--- config.mk ---
export PLATFORM = sky130hd
export DESIGN_NAME = pc_fetch_sequencer_flat
export DESIGN_NICKNAME = d
export VERILOG_FILES = /design/src/rtl/pc_fetch_sequencer_pkg.sv /design/src/rtl/pc_fetch_sequencer_if.sv /design/src/rtl/pc_fetch_sequencer_next_pc_mux.sv /design/src/rtl/pc_fetch_sequencer.sv /design/src/flat_wrapper.sv
export SDC_FILE = /design/constraint.sdc
export NUM_CORES = 1
export LEC_CHECK = 0
export ABC_AREA = 1
export CORE_UTILIZATION = 53
export CTS_CLUSTER_DIAMETER = 40
export DETAILED_ROUTE_END_ITERATION = 10
export GPL_TIMING_DRIVEN = 0
export PLACE_DENSITY = 0.83
export SKIP_LAST_GASP = 1
export SYNTH_ARGS = -nofsm -noshare
export SYNTH_HDL_FRONTEND = slang
export SYNTH_SLANG_ARGS = --single-unit
--- constraint.sdc ---
create_clock -name clk -period 3.4 [get_ports clk]
set_input_delay 0.68 -clock clk [delete_from_list [all_inputs] [get_ports clk]]
set_output_delay 0.68 -clock clk [all_outputs]
set_load 0.03 [all_outputs]
--- src/rtl/pc_fetch_sequencer_pkg.sv ---
// Shared definitions for the fetch stage: FSM states, PC step and
// instruction field positions used by the next-PC arithmetic.
package fetch_pkg;

    typedef enum logic [1:0] {
        IDLE = 2'd0,
        LOAD = 2'd1,
        RUN  = 2'd2,
        HALT = 2'd3
    } state_t;

    localparam logic [31:0] PC_STEP   = 32'd4;
    localparam int unsigned J_IDX_MSB = 25;   // j/jal instr_index is [25:0]
    localparam int unsigned J_SEG_LSB = 28;   // jump keeps the 256 MB segment of pc+4
    localparam int unsigned B_IMM_MSB = 15;   // branch offset is [15:0]

    // Word offset of a branch: sign-extend and scale to bytes.
    function automatic logic [31:0] branch_offset(input logic [15:0] imm);
        return {{14{imm[15]}}, imm, 2'b00};
    endfunction

endpackage

--- src/rtl/pc_fetch_sequencer_if.sv ---
// Fetch-stage bus: control inputs from the datapath/host, fetch address
// and status outputs towards instruction memory and the rest of the core.
interface pc_fetch_sequencer_if;

    logic        start;
    logic        stall;
    logic [31:0] instruction;
    logic        branch_taken;
    logic        jump;
    logic        jump_reg;
    logic [31:0] reg_target;
    logic [31:0] pc;
    logic [31:0] pc_plus4;
    logic        imem_start;
    logic        instr_valid;
    logic        halted;
    logic        fault;
    logic [31:0] retired;

    modport master (
        input  start, stall, instruction, branch_taken, jump, jump_reg, reg_target,
        output pc, pc_plus4, imem_start, instr_valid, halted, fault, retired
    );

    modport slave (
        output start, stall, instruction, branch_taken, jump, jump_reg, reg_target,
        input  pc, pc_plus4, imem_start, instr_valid, halted, fault, retired
    );

endinterface

--- src/rtl/pc_fetch_sequencer_next_pc_mux.sv ---
// Next-PC selection: jr > j/jal > taken branch > sequential, with the
// jr target forced word-aligned and the misalignment reported.
module next_pc_mux
    import fetch_pkg::*;
(
    input  logic [31:0] pc,
    input  logic [31:0] instruction,
    input  logic        branch_taken,
    input  logic        jump,
    input  logic        jump_reg,
    input  logic [31:0] reg_target,
    output logic [31:0] pc_plus4,
    output logic [31:0] next_pc,
    output logic        misaligned
);

    logic [31:0] jump_target;
    logic [31:0] branch_target;
    logic        unused_opcode;

    // Opcode bits are decoded elsewhere; only the address fields matter here.
    assign unused_opcode = ^instruction[31:J_IDX_MSB+1];

    always_comb begin
        pc_plus4      = pc + PC_STEP;
        jump_target   = {pc_plus4[31:J_SEG_LSB], instruction[J_IDX_MSB:0], 2'b00};
        branch_target = pc_plus4 + branch_offset(instruction[B_IMM_MSB:0]);
        next_pc       = pc_plus4;
        misaligned    = 1'b0;
        if (jump_reg) begin
            next_pc    = {reg_target[31:2], 2'b00};
            misaligned = (reg_target[1:0] != 2'b00);
        end else if (jump) begin
            next_pc = jump_target;
        end else if (branch_taken) begin
            next_pc = branch_target;
        end
    end

endmodule

--- src/rtl/pc_fetch_sequencer.sv ---
// Program counter and fetch sequencer: IDLE -> LOAD (imem load strobe) ->
// RUN (one instruction per unstalled cycle) -> HALT when pc leaves the program.
module pc_fetch_sequencer
    import fetch_pkg::*;
#(
    parameter logic [31:0] RESET_PC    = 32'h0000_0000,
    parameter logic [31:0] END_PC      = 32'd84,
    parameter int unsigned LOAD_CYCLES = 2
) (
    input logic                  clk,
    input logic                  rst,
    pc_fetch_sequencer_if.master bus
);

    localparam int unsigned      CNT_W    = (LOAD_CYCLES > 1) ? $clog2(LOAD_CYCLES) : 1;
    localparam logic [CNT_W-1:0] CNT_INIT = CNT_W'(LOAD_CYCLES - 1);

    state_t           state_q, state_d;
    logic [31:0]      pc_q, pc_d;
    logic [31:0]      retired_q, retired_d;
    logic [CNT_W-1:0] cnt_q, cnt_d;
    logic             mis_q, mis_d;
    logic             fault_q, fault_d;
    logic             halted_q, imem_q;
    logic [31:0]      next_pc, pc_plus4;
    logic             misaligned;
    logic             at_end;
    logic             retire;

    next_pc_mux u_next_pc_mux (
        .pc           (pc_q),
        .instruction  (bus.instruction),
        .branch_taken (bus.branch_taken),
        .jump         (bus.jump),
        .jump_reg     (bus.jump_reg),
        .reg_target   (bus.reg_target),
        .pc_plus4     (pc_plus4),
        .next_pc      (next_pc),
        .misaligned   (misaligned)
    );

    assign at_end = (pc_q >= END_PC);
    assign retire = (state_q == RUN) && !bus.stall && !at_end;

    always_comb begin
        state_d   = state_q;
        pc_d      = pc_q;
        retired_d = retired_q;
        cnt_d     = cnt_q;
        mis_d     = mis_q;
        fault_d   = fault_q;
        case (state_q)
            IDLE, HALT: begin
                if (bus.start) begin
                    state_d   = LOAD;
                    cnt_d     = CNT_INIT;
                    pc_d      = RESET_PC;
                    retired_d = '0;
                    mis_d     = 1'b0;
                    fault_d   = 1'b0;
                end
            end
            LOAD: begin
                if (cnt_q == '0) state_d = RUN;
                else             cnt_d   = cnt_q - 1'b1;
            end
            RUN: begin
                // The end check runs even when stalled so a finished program always halts.
                if (at_end) begin
                    state_d = HALT;
                    fault_d = (pc_q != END_PC) || mis_q;
                end else if (retire) begin
                    pc_d      = next_pc;
                    mis_d     = mis_q | misaligned;
                    retired_d = (retired_q == '1) ? retired_q : retired_q + 32'd1;
                end
            end
            default: state_d = IDLE;
        endcase
    end

    always_ff @(posedge clk) begin
        if (rst) begin
            state_q   <= IDLE;
            pc_q      <= RESET_PC;
            retired_q <= '0;
            cnt_q     <= '0;
            mis_q     <= 1'b0;
            fault_q   <= 1'b0;
            halted_q  <= 1'b0;
            imem_q    <= 1'b0;
        end else begin
            state_q   <= state_d;
            pc_q      <= pc_d;
            retired_q <= retired_d;
            cnt_q     <= cnt_d;
            mis_q     <= mis_d;
            fault_q   <= fault_d;
            halted_q  <= (state_d == HALT);
            imem_q    <= (state_d == LOAD);
        end
    end

    assign bus.pc          = pc_q;
    assign bus.pc_plus4    = pc_plus4;
    assign bus.imem_start  = imem_q;
    assign bus.instr_valid = retire;
    assign bus.halted      = halted_q;
    assign bus.fault       = fault_q;
    assign bus.retired     = retired_q;

endmodule

--- src/flat_wrapper.sv ---
// flat-port wrapper written by rule: the top's interface ports become plain ports
module pc_fetch_sequencer_flat import fetch_pkg::*;
#(
    parameter logic [31:0] RESET_PC    = 32'h0000_0000,
    parameter logic [31:0] END_PC      = 32'd84,
    parameter int unsigned LOAD_CYCLES = 2
)
  (clk, rst, bus_start, bus_stall, bus_instruction, bus_branch_taken, bus_jump, bus_jump_reg, bus_reg_target, bus_pc, bus_pc_plus4, bus_imem_start, bus_instr_valid, bus_halted, bus_fault, bus_retired);
  pc_fetch_sequencer_if bus_i ();
  input logic clk;
  input logic rst;
  input wire logic [$bits(bus_i.start)-1:0] bus_start;
  input wire logic [$bits(bus_i.stall)-1:0] bus_stall;
  input wire logic [$bits(bus_i.instruction)-1:0] bus_instruction;
  input wire logic [$bits(bus_i.branch_taken)-1:0] bus_branch_taken;
  input wire logic [$bits(bus_i.jump)-1:0] bus_jump;
  input wire logic [$bits(bus_i.jump_reg)-1:0] bus_jump_reg;
  input wire logic [$bits(bus_i.reg_target)-1:0] bus_reg_target;
  output wire logic [$bits(bus_i.pc)-1:0] bus_pc;
  output wire logic [$bits(bus_i.pc_plus4)-1:0] bus_pc_plus4;
  output wire logic [$bits(bus_i.imem_start)-1:0] bus_imem_start;
  output wire logic [$bits(bus_i.instr_valid)-1:0] bus_instr_valid;
  output wire logic [$bits(bus_i.halted)-1:0] bus_halted;
  output wire logic [$bits(bus_i.fault)-1:0] bus_fault;
  output wire logic [$bits(bus_i.retired)-1:0] bus_retired;
  assign bus_i.start = bus_start;
  assign bus_i.stall = bus_stall;
  assign bus_i.instruction = bus_instruction;
  assign bus_i.branch_taken = bus_branch_taken;
  assign bus_i.jump = bus_jump;
  assign bus_i.jump_reg = bus_jump_reg;
  assign bus_i.reg_target = bus_reg_target;
  assign bus_pc = bus_i.pc;
  assign bus_pc_plus4 = bus_i.pc_plus4;
  assign bus_imem_start = bus_i.imem_start;
  assign bus_instr_valid = bus_i.instr_valid;
  assign bus_halted = bus_i.halted;
  assign bus_fault = bus_i.fault;
  assign bus_retired = bus_i.retired;
  pc_fetch_sequencer #(.RESET_PC(RESET_PC), .END_PC(END_PC), .LOAD_CYCLES(LOAD_CYCLES)) u_core (.clk(clk), .rst(rst), .bus(bus_i));
endmodule
* Word level (Yosys, flattened, before mapping) *
Index checks and enable logic that the tools add are counted.
W data, S select, Z words.

word-level totals
  flip-flop bits (word level) = 71
  input port bits = 71
  output and inout bits = 100
  word-level logic and storage cells = 65

operators by class
  $add $sub $neg = 4
  $lt $le $gt $ge = 1
  equality and inequality tests = 12
  muxes and demuxes = 25
  bitwise logic cells = 1
  reductions and logical operators = 14

operators by type and width
  kind                     number
  $mux W32                 9
  $pmux W32 S2             2
  $add A32 B1 Y32 const B  1
  $add A32 B3 Y32 const B  1
  $add A32 B32 Y32         1
  $eq A32 B32 Y1 const B   1
  $ge A32 B7 Y1 const B    1
  $ne A32 B7 Y1 const B    1
  $ne A2 B2 Y1 const B     4
  $mux W1                  7
  $eq A2 B2 Y1 const B     3
  $mux W2                  3
  $pmux W1 S2              3
  $pmux W2 S3              1
  $reduce_bool A2 Y1       3
  $reduce_and A5 Y1        1
  $eq A2 B1 Y1 const B     2
  $reduce_and A4 Y1        1
  $reduce_and A3 Y1        1
  $logic_and A1 B1 Y1      2
  $logic_not A1 Y1         2
  $logic_not A2 Y1         1
  $ne A2 B1 Y1 const B     1
  $reduce_and A2 Y1        1
  other kinds (4)          4

* Depth between registers and ports, before layout *
  depth after elaboration = 8
  gate-level depth with buffers = 26
  mapped depth without buffers = 26

* By module *
A second synthesis with hierarchy kept.

unflattened totals
  cell total of the unflattened synthesis = 1516
  area, all modules = 8202.9 um^2

by module, submodules not included
  module              times used  cells each  area an instance (um^2)  sequential area each (um^2)
  next_pc_mux         1           873         4157.7                   0.0
  pc_fetch_sequencer  1           643         4045.1                   1421.4

* Worst setup path after synthesis *
Ideal clock, no wire load.

  kind = register -> register
  start point = reg u_core.pc_q[2], in the netlist u_core.bus.pc[2]
  end point = reg u_core.pc_q[26], in the netlist u_core.bus.pc[26]
  library setup time = 0.119 ns
  arrival time = 3.136 ns
  data required time = 3.281 ns
  slack = 0.145 ns
  cell stages (with the launch flop) = 18
  buffers on the path = 0
  period minus slack after synthesis = 3.255 ns
  cell sequence = dfxtp_1 -> ha_1 -> nand2_1 -> nor2_1 -> xor2_1 -> ha_1 -> nand2_1 -> inv_1 -> a21oi_1 -> nand2_1 -> nand2_1 -> nand3_1 -> nand2_1 -> nand3_1 -> nand2_1 -> nand2_1 -> nand2_1 -> a21oi_2

on the way
  cells in the longest elaborated chain, start to end = 8
  elaborated cells on any way between the ends = 14
  those cells by class = add/sub (2); order compare (1); eq/ne (2); mux (6); reduce/logical (3)

RTL lines
  element                   RTL line                              source
  start: declaration        pc_fetch_sequencer.sv:19              logic [31:0] pc_q, pc_d;
  start signal: assignment  pc_fetch_sequencer.sv:94              pc_q <= pc_d;
  $add A32 B3 Y32           pc_fetch_sequencer_next_pc_mux.sv:25  pc_plus4 = pc + PC_STEP;
  via bus_pc_plus4[8]       flat_wrapper.sv:20                    output wire logic [$bits(bus_i.pc_plus4)-1:0] bus_pc_plus4;
  $add A32 B32 Y32          pc_fetch_sequencer_next_pc_mux.sv:27  branch_target = pc_plus4 + branch_offset(instruction[B_IMM_MSB:0]);
  $mux W32                  pc_fetch_sequencer_next_pc_mux.sv:35  end else if (branch_taken) begin
  $mux W32                  pc_fetch_sequencer_next_pc_mux.sv:33  end else if (jump) begin
  $mux W32                  pc_fetch_sequencer_next_pc_mux.sv:30  if (jump_reg) begin
  $mux W32                  pc_fetch_sequencer.sv:72              end else if (retire) begin
  $mux W32                  pc_fetch_sequencer.sv:69              if (at_end) begin
  $pmux W32 S2              pc_fetch_sequencer.sv:52              case (state_q)

The timed path passes the listed nets, and every way through them passes these cells. The select of a mux whose other input is x is not followed.
A chain may end at the register's enable or synchronous reset.

* Worst setup path in the final report *
  start point = reg u_core.pc_q[2], in the netlist u_core.bus.pc[2]
  end point = out bus_pc_plus4[23]

on the way
  cells in the longest elaborated chain, start to end = 1

RTL lines
  element           RTL line
  $add A32 B3 Y32   pc_fetch_sequencer_next_pc_mux.sv:25
  end: declaration  flat_wrapper.sv:20

Every way passes these cells.

==> metrics.cfg <==
[yosys]
yosys.area_share.adder_pct=6.83
synth_top_family_by_area=simple AND/OR/NAND/NOR gates
synth_cells=1399
synth-seq-cells=69
yosys_warnings=0
yosys.cell_types.count=51
syn_area_um2=7800
yosysSeqAreaShare_pct=17.7
postSynthAreaPerCell_um2=5.58
muxShareOfSynthArea_pct=0
synthSimpleGateAreaFrac_pct=45.4
synth_xor_area_share_pct=4.71
synth-compound-area-share_pct=12.8

[worst_setup_path]
crit_path_top_delay_cell=clkdlybuf4s50_1
end_kind=output port
path_max_fanout=9
crit_chain=buf_4, nand3_2, inv_2, nand2_2, nor2_4, nand2_1, xor2_2, clkdlybuf4s50_1
slowest_delay_ns=0.74
startpoint_type=flop
worstPathRequired_ns=2.72
setup.worst_path.class=flop to output port
critical_path_arrival_ns=2.61

[sta]
finalSetupTns_ns=0
fin_crit_ns=3.29
timing.fmax_mhz=304
rsz0062_at_grt=yes
setup_slack_ns=0.111
hold_viol=0
clock_skew_ns=0.00496
max-slew-margin-rel_pct=38.3
tightest_slew_ns=0.922
setup_viol=0
slew_violations=0
fin_crit_sh_pct=96.7

[routing]
ant_nets=0
wl_um=30000
first_pass_iters=6
wire_per_inst_um=17.0
drt_iter0_drc=932
vias_per_cell=5.56
post-route-drc-count=0
num_vias=9785

[finish]
drive_gt1_share_pct=7.91
final_nets=1688
syn_to_final_growth_pct=30.0
final_common_cell=nand2_1
final_cell_mix=nand2_1 (438), nor2_1 (191), inv_1 (187)
num_antenna_cells=0
fill_cells=1225
utilization_pct=72.0

[placed_design]
place_ws_ns=-0.206
dpl.hpwl_um=24200
gp_congestion=1.07
placement.io_buffers=159

[flow_run]
maxCapViolations=0

[global_routing]
grt_usage_pct=39.7
grt_max_degree=20
gr-total-overflow=0
grt_pass1_vias=8998
antenna_found_initial=0
grt_pass1_wl_um=45900

[power_and_ir_drop]
static-leakage-power_nw=4.43
ir_worst_vdd_uv=493
combPwrFrac_pct=48.2
p_int_mw=2.28
p_switching_mw=1.72
power_density_nw_per_um2=394
swShare_pct=43.0
power.share.clock_pct=27.2
p_seq_share_pct=24.6

[clocking]
clk_pin_slew_ns=0.06
clk_path_buf_depth=2
cts.sink_count=69
cts_tree=built
holdBufCountCts=0
cts-root-buf=clkbuf_16
cts-buffers-inserted=9
clock_latency_ns=0.34
h-tree-depth=3

[floorplanning]
core-area_um2=14100
die_x_um=123
die_h_um=123
num_rows=43
io_pins=171
initial_core_util_pct=55.4
die_area_um2=15200

[hold_path]
min_path_type=flop to flop

[run_status]
status=finished clean

[cell families (layout without fill, tap and decap cells)]
| group | Yosys count | count (layout) |
|---|---|---|
| compound gates | 174 | 174 |
| other cells | 1 | 4 |
| xor+xnor | 42 | 42 |
| fa+ha+maj | 42 | 42 |
| buf+inv | 238 | 416 |
| flops | 69 | 69 |
| simple gates | 833 | 833 |
[cells in the mapped netlist, drive strengths merged]
master  number  area (um2)
nand2      446        1690
nor2       216         863
inv        194         728
a21oi      106         546
nand3       96         503
dfxtp       69        1380
ha          41         513
o21ai       38         213
nor3        30         171
xor2        30         263
nand4       28         190
buf         23         168
clkbuf      19        71.3
xnor2       12         105
o211ai       8        65.1
o221ai       6        52.6
or2          6        37.5
o21bai       5        37.5
and2         4        25.0
nand3b       4        30.0
o22ai        4        25.0
clkinv       2        12.5
nor4         2        18.8
o21a         2        15.0
a211oi       1        12.5
a21o         1        7.51
a221oi       1        8.76
a22oi        1        7.51
conb         1        3.75
fa           1        20.0
nor3b        1        7.51
o31ai        1        7.51
[final timing paths]
kind | slack [ns] | end | from | cells past startpoint
min reg2reg | 0.49 | u_core.mis_q$_SDFFE_PP0P_ | u_core.mis_q$_SDFFE_PP0P_ | 2
min | 0.49 | u_core.mis_q$_SDFFE_PP0P_ | u_core.mis_q$_SDFFE_PP0P_ | 2
max reg2reg | 0.15 | u_core.bus.pc[17]$_SDFFE_PP0P_ | u_core.bus.pc[13]$_SDFFE_PP0P_ | 19
max | 0.11 | bus_pc_plus4[23] | u_core.bus.pc[2]$_SDFFE_PP0P_ | 8
[registers in the layout, indices dropped and copies added, names as in the netlist]
register,count
u_core.bus.imem_start,1
u_core.state_q,2
u_core.bus.pc,30
u_core.bus.fault,1
u_core.bus.retired,32
u_core.mis_q,1
u_core.bus.halted,1
u_core.cnt_q,1
[metal layers]
metal	share of wire (%)	wire length (um)	global-route usage, %
met4	5.4	1610	22.5
met2	47	14200	69.4
met5	0	0	0
met3	8.5	2560	7.29
met1	39	11600	45.2
[worst max-delay path, delay by kind of cell (launching register included)]
family                    cells  cell delay (ns)
xor gates and xnor gates      1             0.30
buffers and inverters         3             1.01
DFF                           1             0.42
and+or+nand+nor               4             0.53
[final cells by class]
class / instances / area [um2] / share of cell area [%]
timing repair buffer: 162 / 1620 / 16.0
inverter: 196 / 741 / 7.30
buffer: 42 / 239 / 2.36
clock buffer: 10 / 229 / 2.26
clock inverter: 6 / 111 / 1.10
tap: 180 / 225 / 2.22
multi-input combinational: 1095 / 5580 / 55.0
sequential: 69 / 1400 / 13.8
[timing repair]
item                       CTS  global route
setup endpoints to repair   19            29
pin swaps                    0             1
gates cloned                 0             0
resized for setup            4            40
setup buffers                0             3
[stage by stage]
step	area (um2)	instances	hold slack, ns	total power [mW]
6_report	10100	1760	0.486	4.00
5_1_grt	10100	1760	0.501	4.20
4_1_cts	9980	1757	0.474	3.95
3_5_place_dp	9630	1741	0.455	2.86
3_3_place_gp	9630	1741	0.448	2.84
2_1_floorplan	7820	1402	0.435	2.21
[power by group through the flow]
stage | registers (mW) | logic, mW | clock network, mW
after CTS | 0.978 | 1.88 | 1.09
final | 0.985 | 1.93 | 1.09
after global placement | 0.996 | 1.84 | 0
after floorplan | 1.08 | 1.13 | 0
after detailed placement | 0.995 | 1.87 | 0
after global routing | 0.995 | 2.08 | 1.12
Power figures use the tool's default switching activity.
